`src/rtl/rgb_frame_seq.sv`:
```
// rtl/rgb_frame_seq.sv - raster beat sequencer with ready/valid flow control for rgb_proc
// Optional completed-frame counter enabled by defining RGB_FRAME_SEQ_FRAME_CNT_EN.
module rgb_frame_seq #(
  parameter int H_ACTIVE = 640,
  parameter int H_FP     = 16,
  parameter int H_SYNC   = 96,
  parameter int H_BP     = 48,
  parameter int V_ACTIVE = 480,
  parameter int V_FP     = 10,
  parameter int V_SYNC   = 2,
  parameter int V_BP     = 33
) (
  input  logic        clk_i,
  input  logic        rst_i,
  input  logic        en_i,
  input  logic [2:0]  switch_i,
  input  logic        ready_i,
  output logic        valid_o,
  output logic        hsync_o,
  output logic        vsync_o,
  output logic        vde_o,
  output logic [11:0] x_o,
  output logic [11:0] y_o,
  output logic [2:0]  switch_o,
  output logic [15:0] frame_cnt_o
);

  localparam int H_TOTAL = H_ACTIVE + H_FP + H_SYNC + H_BP;
  localparam int V_TOTAL = V_ACTIVE + V_FP + V_SYNC + V_BP;

  localparam logic [11:0] X_LAST = 12'(H_TOTAL - 1);
  localparam logic [11:0] Y_LAST = 12'(V_TOTAL - 1);
  localparam logic [11:0] H_ACT  = 12'(H_ACTIVE);
  localparam logic [11:0] V_ACT  = 12'(V_ACTIVE);
  localparam logic [11:0] HS_BEG = 12'(H_ACTIVE + H_FP);
  localparam logic [11:0] HS_END = 12'(H_ACTIVE + H_FP + H_SYNC);
  localparam logic [11:0] VS_BEG = 12'(V_ACTIVE + V_FP);
  localparam logic [11:0] VS_END = 12'(V_ACTIVE + V_FP + V_SYNC);

  typedef enum logic [1:0] {
    ST_IDLE = 2'd0,
    ST_RUN  = 2'd1,
    ST_STOP = 2'd2
  } state_t;

  state_t      r_state;
  state_t      w_state_nxt;
  logic [11:0] r_x;
  logic [11:0] r_y;
  logic [11:0] w_x_nxt;
  logic [11:0] w_y_nxt;
  logic [2:0]  r_sw;
  logic [2:0]  w_sw_nxt;
  logic        r_valid;
  logic        r_hs;
  logic        r_vs;
  logic        r_de;
  logic        w_accept;
  logic        w_last;
  logic        w_frame_done;
  logic        w_active_nxt;

  assign w_accept     = r_valid & ready_i;
  assign w_last       = (r_x == X_LAST) && (r_y == Y_LAST);
  assign w_frame_done = w_accept & w_last;
  assign w_active_nxt = (w_state_nxt != ST_IDLE);

  always_comb begin
    w_state_nxt = r_state;
    w_x_nxt     = r_x;
    w_y_nxt     = r_y;
    w_sw_nxt    = r_sw;

    case (r_state)
      ST_IDLE: begin
        if (en_i) begin
          w_state_nxt = ST_RUN;
          w_x_nxt     = 12'd0;
          w_y_nxt     = 12'd0;
          w_sw_nxt    = switch_i;
        end
      end
      ST_RUN: begin
        if (!en_i) w_state_nxt = ST_STOP;
      end
      ST_STOP: begin
        if (en_i)              w_state_nxt = ST_RUN;
        else if (w_frame_done) w_state_nxt = ST_IDLE;
      end
      default: w_state_nxt = ST_IDLE;
    endcase

    // Counters only move on an accepted beat; the final wrap leaves (0,0) for IDLE.
    if (w_accept) begin
      if (r_x == X_LAST) begin
        w_x_nxt = 12'd0;
        w_y_nxt = (r_y == Y_LAST) ? 12'd0 : r_y + 12'd1;
      end else begin
        w_x_nxt = r_x + 12'd1;
      end
    end

    if (w_frame_done) w_sw_nxt = switch_i;
  end

  always_ff @(posedge clk_i) begin
    if (rst_i) begin
      r_state <= ST_IDLE;
      r_x     <= 12'd0;
      r_y     <= 12'd0;
      r_sw    <= 3'd0;
      r_valid <= 1'b0;
      r_hs    <= 1'b0;
      r_vs    <= 1'b0;
      r_de    <= 1'b0;
    end else begin
      r_state <= w_state_nxt;
      r_x     <= w_x_nxt;
      r_y     <= w_y_nxt;
      r_sw    <= w_sw_nxt;
      r_valid <= w_active_nxt;
      r_de    <= w_active_nxt && (w_x_nxt < H_ACT) && (w_y_nxt < V_ACT);
      r_hs    <= w_active_nxt && (w_x_nxt >= HS_BEG) && (w_x_nxt < HS_END);
      r_vs    <= w_active_nxt && (w_y_nxt >= VS_BEG) && (w_y_nxt < VS_END);
    end
  end

  assign valid_o  = r_valid;
  assign hsync_o  = r_hs;
  assign vsync_o  = r_vs;
  assign vde_o    = r_de;
  assign x_o      = r_x;
  assign y_o      = r_y;
  assign switch_o = r_sw;

`ifdef RGB_FRAME_SEQ_FRAME_CNT_EN
  logic [15:0] r_frame_cnt;

  always_ff @(posedge clk_i) begin
    if (rst_i)             r_frame_cnt <= 16'd0;
    else if (w_frame_done) r_frame_cnt <= r_frame_cnt + 16'd1;
  end

  assign frame_cnt_o = r_frame_cnt;
`else
  assign frame_cnt_o = 16'd0;
`endif

endmodule

```
`config.mk`:
```
export PLATFORM = sky130hd
export DESIGN_NAME = rgb_frame_seq
export DESIGN_NICKNAME = d
export VERILOG_FILES = /design/src/rtl/rgb_frame_seq.sv
export SDC_FILE = /design/constraint.sdc
export NUM_CORES = 1
export LEC_CHECK = 0
export BUFFER_PORTS_ARGS = -buffer_cell sky130_fd_sc_hd__buf_4
export CAP_MARGIN = 20
export CORE_MARGIN = 2
export CORE_UTILIZATION = 47
export DETAILED_ROUTE_END_ITERATION = 8
export PLACE_DENSITY_LB_ADDON = 0.3
export SLEW_MARGIN = 20
export SYNTH_ARGS = -nofsm -noshare
export SYNTH_HDL_FRONTEND = slang
export SYNTH_SLANG_ARGS = --single-unit
```
`constraint.sdc`:
```
create_clock -name clk_i -period 2.1 [get_ports clk_i]
set_input_delay 0.42 -clock clk_i [delete_from_list [all_inputs] [get_ports clk_i]]
set_output_delay 0.42 -clock clk_i [all_outputs]
set_load 0.02 [all_outputs]
```
==> results of run 1 <==
## metrics by stage
stage	instances	util	setup slack [ps]	hold slack, ps	total power, W
2_1_floorplan	270	-	-22.5	454	0.000768
3_3_place_gp	366	0.627	56.5	476	0.000795
3_5_place_dp	366	0.627	21.4	496	0.000797
4_1_cts	374	0.652	6.25	324	0.00133
5_1_grt	379	0.669	-32.3	332	0.00138
6_report	379	0.669	30.9	331	0.00132
## routing by layer
| layer | vias up | routed length, um | track usage |
|---|---|---|---|
| li1 | 1057 | - | - |
| met1 | 1012 | 2190 | 0.271 |
| met2 | 94 | 2720 | 0.378 |
| met3 | 12 | 390 | 0.0552 |
| met4 | 0 | 97 | 0.111 |
| met5 | - | 0 | 0 |
## sequential cells by signal, summed over array words and instances (netlist names)
name      cells
hsync_o       1
r_state       2
switch_o      3
valid_o       1
vde_o         1
vsync_o       1
x_o          12
y_o          12
## cell type report
class	count	area share
clock buffer	7	0.0355
clock inverter	1	0.00184
inverter	6	0.00829
multi-input combinational	204	0.467
sequential	33	0.248
tap	50	0.0230
timing repair buffer	78	0.216
## layout by cell type (no fill, tap or decap), types with 2 or more instances in the layout
cell and instances:
dfxtp_2 5, inv_1 6, ha_1 2, nor3_1 7, a21o_1 2, nand2_1 17, dfxtp_1 26, and4_1 2
o21ai_0 13, a311oi_1 2, a22oi_1 5, or2_2 3, nor2b_1 3, nand3_1 14, buf_4 78, mux2i_1 4
nor4_1 7, xnor2_1 3, nand3b_1 3, nand2b_1 3, and3_1 2, dfxtp_4 2, clkbuf_8 7, a31oi_1 6
conb_1 16, a21oi_1 15, o211a_1 2, nand4_1 7, nor4bb_1 3, nor2_1 31, a211oi_1 3, o21ai_1 3
## how the worst max path moves through the flow
stage / from / end / slack, ps / cells past startpoint
floorplan: x_o[1] / vde_o / -20 / 8
global placement: x_o[1] / vde_o / 60 / 8
detailed placement: x_o[1] / vde_o / 20 / 8
CTS: x_o[1] / vde_o / 6 / 8
global route: x_o[10] / vde_o / -30 / 7
finish: x_o[10] / vde_o / 30 / 7
## logic make-up after synthesis
group / count (synthesis) / synth area share
flops: 33 / 0.329
compound gates: 64 / 0.211
other cells: 1 / 0.00187
buf+inv: 33 / 0.0941
fa+ha+maj: 3 / 0.0187
mux: 4 / 0.0199
simple gates: 114 / 0.313
xor+xnor: 3 / 0.0131
## worst max-delay path: stages, from the launching register on
cell	delay (ps)
dfxtp_2	320
or3_4	420
nor4_4	260
buf_4	190
a41oi_2	130
a31oi_2	200
o2111ai_2	180
and4bb_2	270
## power by group
part           internal (W)  switching, W  leakage [nW]  total [W]
Sequential         0.000633    0.00000645         0.271   0.000640
Clock              0.000296      0.000238        0.0542   0.000534
Combinational     0.0000512     0.0000961         0.796   0.000147
## cells in the mapped netlist (all sizes together), types with 7 or more instances
library cell,count
buf,18
nand2,18
a21oi,16
nand4,7
dfxtp,33
o21ai,16
clkbuf,9
nor2,31
nand3,14
nor3,8
a31oi,7
nor4,8
## repair_timing
action,in CTS,in global routing
setup buffers,0,5
gates resized for setup,0,9
setup endpoints to repair,0,4
==> results.sh, run 1 <==
export IMPL_post_synthesis_cell_area_um2=2010
export IMPL_max_slew_margin=0.642
export IMPL_synth_edf_count=0
export IMPL_dieHeight_um=69.4
export IMPL_floorplan_die_area_um2=4810
export IMPL_clock_tree_from_tritoncts="done"
export IMPL_whs_path_depth=2
export IMPL_wire_length_of_the_first_global_routing_pass_mm=8.96
export IMPL_async_reset_ff_frac=0
export IMPL_whs_endpoint="r_state[1]"
export IMPL_hold_path_startpoint="en_i"
export IMPL_critPathLaunchType="flop"
export IMPL_sequential_cell_area_um2=674
export IMPL_required_time_at_the_endpoint_of_the_critical_path_ps=2280
export IMPL_worstPathMaxFanout=7
export IMPL_setup_tns_ps=0
export IMPL_placed_cell_area_um2=2540
export IMPL_grt_antenna_before_repair=0
export IMPL_synth_lib_cells_used_distinct=52
export IMPL_cts_htree_levels=2
export IMPL_synth_flop_cell="dfxtp_1"
export IMPL_finalMaxSlewViolations=0
export IMPL_grt_pass1_vias=1961
export IMPL_buffer_ports_inserted=37
export IMPL_power_density_nw_per_um2=487
export IMPL_post_route_cells_drive_above_1_share=0.340
export IMPL_critPathArrivalTime_ps=2250
export IMPL_reg_to_reg_end="vde_o"
export IMPL_wl_mm=5.40
export IMPL_final_design_area_no_fill_um2=2720
export IMPL_part_of_the_yosys_area_used_for_sequential_elements=0.329
export IMPL_buffer_type_at_the_clock_tree_root="clkbuf_8"
export IMPL_cts_sinks=33
export IMPL_finalCritPeriodShare=0.985
export IMPL_post_cts_hold_buffer_count=0
export IMPL_clock_fmax_mhz=483
export IMPL_critical_path_endpoint_type="flop"
export IMPL_outcome="finished, final reports clean"
export IMPL_setup_worst_path_class="reg2reg"
export IMPL_maximum_buffer_depth_of_the_clock_tree=2
export IMPL_diodes=0
export IMPL_ys_top_cells_by_area="dfxtp_1 33%, buf_4 6.4%, nor2_1 5.8%"
export IMPL_area_growth_synth_to_final_pct=35.2
export IMPL_clock_period_minus_worst_slack_ps=2070
export IMPL_synth_top_area_share=0.329
export IMPL_avgSynthCellArea_um2=7.88
export IMPL_cts_clk_slew_worst_paths_ps=70
export IMPL_rsz0062_at_grt="yes"
export IMPL_nNetsFinal=338
export IMPL_grt_start_max_net_pins=31
export IMPL_area_of_the_placeable_core_um2=4060
export IMPL_vdd_ir_drop_worst_v=0.000393
export IMPL_ff2ff_setup_slack_ps=30
export IMPL_setup_viol_count_final=0
export IMPL_grt_ovfl_total=0
export IMPL_antenna_violating_nets_post_route=0
export IMPL_yosysWarningCount=0
export IMPL_gr_usage_all_layers=0.227
export IMPL_dp_final_hpwl_mm=4.03
export IMPL_clk_latency_ps=290
export IMPL_timing_final_hold_violations=0
export IMPL_fin_skew_ps=9.32
export IMPL_core_rowCount=23
export IMPL_final_fill_count=372
export IMPL_synthesized_instance_count=255
export IMPL_worstReg2RegStart="x_o[10]"
export IMPL_transition_time_at_the_pin_with_the_least_slew_margin_ps=535
export IMPL_cap_violations=0
export IMPL_vias_per_cell=5.74
export IMPL_cts_inserted_buffers=5
export IMPL_route_detailed_drc=0
export IMPL_initial_utilization=0.495
export IMPL_total_leakage_power_nw=1.12
export IMPL_drtPass1Iterations=4
export IMPL_reg2regPathDepth=7
export IMPL_wire_per_inst_um=14.2
export IMPL_number_of_synthesized_register_bits=33
export IMPL_most_area_hungry_cell_type_in_the_yosys_netlist="dfxtp_1"
export IMPL_num_vias=2175
export IMPL_boundaryPins=54
export IMPL_multiInputGateArea_um2=1270
export IMPL_die_x_um=69.4
export IMPL_holdCritPathClass="in2reg"
export IMPL_dr_first_iter_drc_count=217
export IMPL_gp_routability_congestion=0.972
No activity file was read; power rests on OpenSTA's default activity.
==> inputs of run 2 (changes only) <==
--- a/config.mk
+++ b/config.mk
@@ -7,8 +7,10 @@
 export LEC_CHECK = 0
 export BUFFER_PORTS_ARGS = -buffer_cell sky130_fd_sc_hd__buf_4
 export CAP_MARGIN = 20
+export CELL_PAD_IN_SITES_DETAIL_PLACEMENT = 0
+export CELL_PAD_IN_SITES_GLOBAL_PLACEMENT = 2
 export CORE_MARGIN = 2
-export CORE_UTILIZATION = 47
+export CORE_UTILIZATION = 27
 export DETAILED_ROUTE_END_ITERATION = 8
 export PLACE_DENSITY_LB_ADDON = 0.3
 export SLEW_MARGIN = 20
==> run 2 against run 1 <==
Against the previous run: worst setup slack gained 16 ps; hold slack lost 8.3 ps; critical path depth is the same; clock skew shrank 2.1 ps; critical path type unchanged; largest cell class unchanged; largest power group unchanged.
==> results.sh, run 2 (same netlist as run 1, synthesis figures left out) <==
export IMPL_reg_to_reg_end="vde_o"
export IMPL_grt_busiest_layer="met2"
export IMPL_grt_start_max_net_pins=31
export IMPL_grt_pass1_vias=2033
export IMPL_dieHeight_um=90.2
export IMPL_initial_utilization=0.278
export IMPL_ff2ff_setup_slack_ps=50
export IMPL_layout_commonest_cell="buf_4"
export IMPL_cts_sinks=33
export IMPL_critPathLaunchType="flop"
export IMPL_layout_common_cells="83 x buf_4, 31 x nor2_1, 27 x dfxtp_1, 16 x nand2_1, 16 x conb_1"
export IMPL_fin_hold_ws_ps=322
export IMPL_critical_path_endpoint_type="flop"
export IMPL_final_critical_path_setup_slack_ps=46.5
export IMPL_wl_mm=6.33
export IMPL_gp_routability_congestion=0.866
export IMPL_diodes=0
export IMPL_floorplan_die_area_um2=8140
export IMPL_grt_antenna_before_repair=0
export IMPL_buffer_ports_inserted=37
export IMPL_total_leakage_power_nw=1.17
export IMPL_cap_violations=0
export IMPL_whs_endpoint="r_state[1]"
export IMPL_final_fill_count=773
export IMPL_boundaryPins=54
export IMPL_critPathArrivalTime_ps=2230
export IMPL_grt_use_met3=0.0335
export IMPL_die_x_um=90.2
export IMPL_cts_htree_levels=2
export IMPL_clk_latency_ps=290
export IMPL_whs_path_depth=2
export IMPL_final_cell_count_without_fillers=435
export IMPL_multiInputGateArea_um2=1340
export IMPL_placed_cell_area_um2=2660
export IMPL_wire_length_of_the_first_global_routing_pass_mm=10.2
export IMPL_worstPathMaxFanout=7
export IMPL_sequential_cell_area_um2=673
export IMPL_dp_final_hpwl_mm=4.66
export IMPL_dr_first_iter_drc_count=91
export IMPL_rsz0062_at_grt="yes"
export IMPL_wire_per_inst_um=14.6
export IMPL_setup_viol_count_final=0
export IMPL_clock_tree_from_tritoncts="done"
export IMPL_final_design_area_no_fill_um2=2910
export IMPL_area_growth_synth_to_final_pct=44.9
export IMPL_grt_ovfl_total=0
export IMPL_area_of_the_placeable_core_um2=7210
export IMPL_antenna_violating_nets_post_route=0
export IMPL_maximum_buffer_depth_of_the_clock_tree=2
export IMPL_hold_path_startpoint="en_i"
export IMPL_clock_fmax_mhz=487
export IMPL_gr_usage_all_layers=0.153
export IMPL_post_route_cells_drive_above_1_share=0.375
export IMPL_cts_clk_slew_worst_paths_ps=80
export IMPL_layout_core_utilization=0.403
export IMPL_numPlacedInstances=422
export IMPL_cts_inserted_buffers=5
export IMPL_drtPass1Iterations=4
export IMPL_use_met2=0.257
export IMPL_fin_skew_ps=7.25
export IMPL_worstReg2RegStart="x_o[10]"
export IMPL_num_vias=2147
export IMPL_gr_usage_met1=0.192
export IMPL_vias_per_cell=4.94
export IMPL_clock_period_minus_worst_slack_ps=2050
export IMPL_nNetsFinal=345
export IMPL_reg2regPathDepth=7
export IMPL_route_detailed_drc=0
export IMPL_vdd_ir_drop_worst_v=0.000260
export IMPL_core_rowCount=31
export IMPL_timing_final_hold_violations=0
export IMPL_setup_worst_path_class="reg2reg"
export IMPL_dpl_worst_slack_ps=-87.1
export IMPL_buffer_type_at_the_clock_tree_root="clkbuf_8"
export IMPL_outcome="finished, final reports clean"
export IMPL_power_density_nw_per_um2=462
export IMPL_required_time_at_the_endpoint_of_the_critical_path_ps=2280
export IMPL_finalMaxSlewViolations=0
export IMPL_holdCritPathClass="in2reg"
export IMPL_finalCritPeriodShare=0.978
[run 2: how the worst max path moves through the flow]
stage	start	endpoint	depth (start not counted)
after floorplan	x_o[1]	vde_o	8
after global placement	x_o[1]	vsync_o	9
after detailed placement	x_o[1]	vsync_o	9
after CTS	x_o[5]	vde_o	7
after global routing	y_o[1]	vde_o	9
final	x_o[10]	vde_o	7
[run 2: layout make-up]
type / count / share of cell area
inverters: 6 / 0.00774
multi-input cells: 204 / 0.462
clock buffers: 7 / 0.0331
repair buffers: 85 / 0.222
clock inverters: 1 / 0.00172
flip-flops and latches: 33 / 0.231
well taps: 99 / 0.0426
[run 2: per-stage QoR]
stage               power, W  setup TNS (ps)
floorplan           0.000768           -22.5
global placement    0.000810            -186
detailed placement  0.000810            -158
CTS                  0.00136           -42.7
global route         0.00141           -78.7
finish               0.00134               0
[run 2: repair_timing]
item	4_1_cts	5_1_grt
pin swaps	1	9
buffers inserted	0	5
setup endpoints to repair	3	10
gates resized for setup	4	19
hold buffers	0	0
[run 2: routing by layer]
layer | part of all wire | vias to the layer above
met5 | 0 | -
li1 | - | 1069
met3 | 0.049 | 11
met2 | 0.50 | 65
met4 | 0.018 | 0
met1 | 0.44 | 1002
[run 2: worst max-delay path: stages, from the launching register on]
cell	delay, ps
dfxtp_1	310
or3_4	430
nor4_4	280
buf_6	170
a41oi_2	150
a31oi_4	190
o2111ai_2	170
and4bb_2	250
[run 2: where the power goes]
part           total [W]  switching [W]  internal (W)
Sequential      0.000640     0.00000658      0.000633
Combinational   0.000161       0.000103     0.0000578
Clock           0.000542       0.000246      0.000297
Total            0.00134       0.000355      0.000988
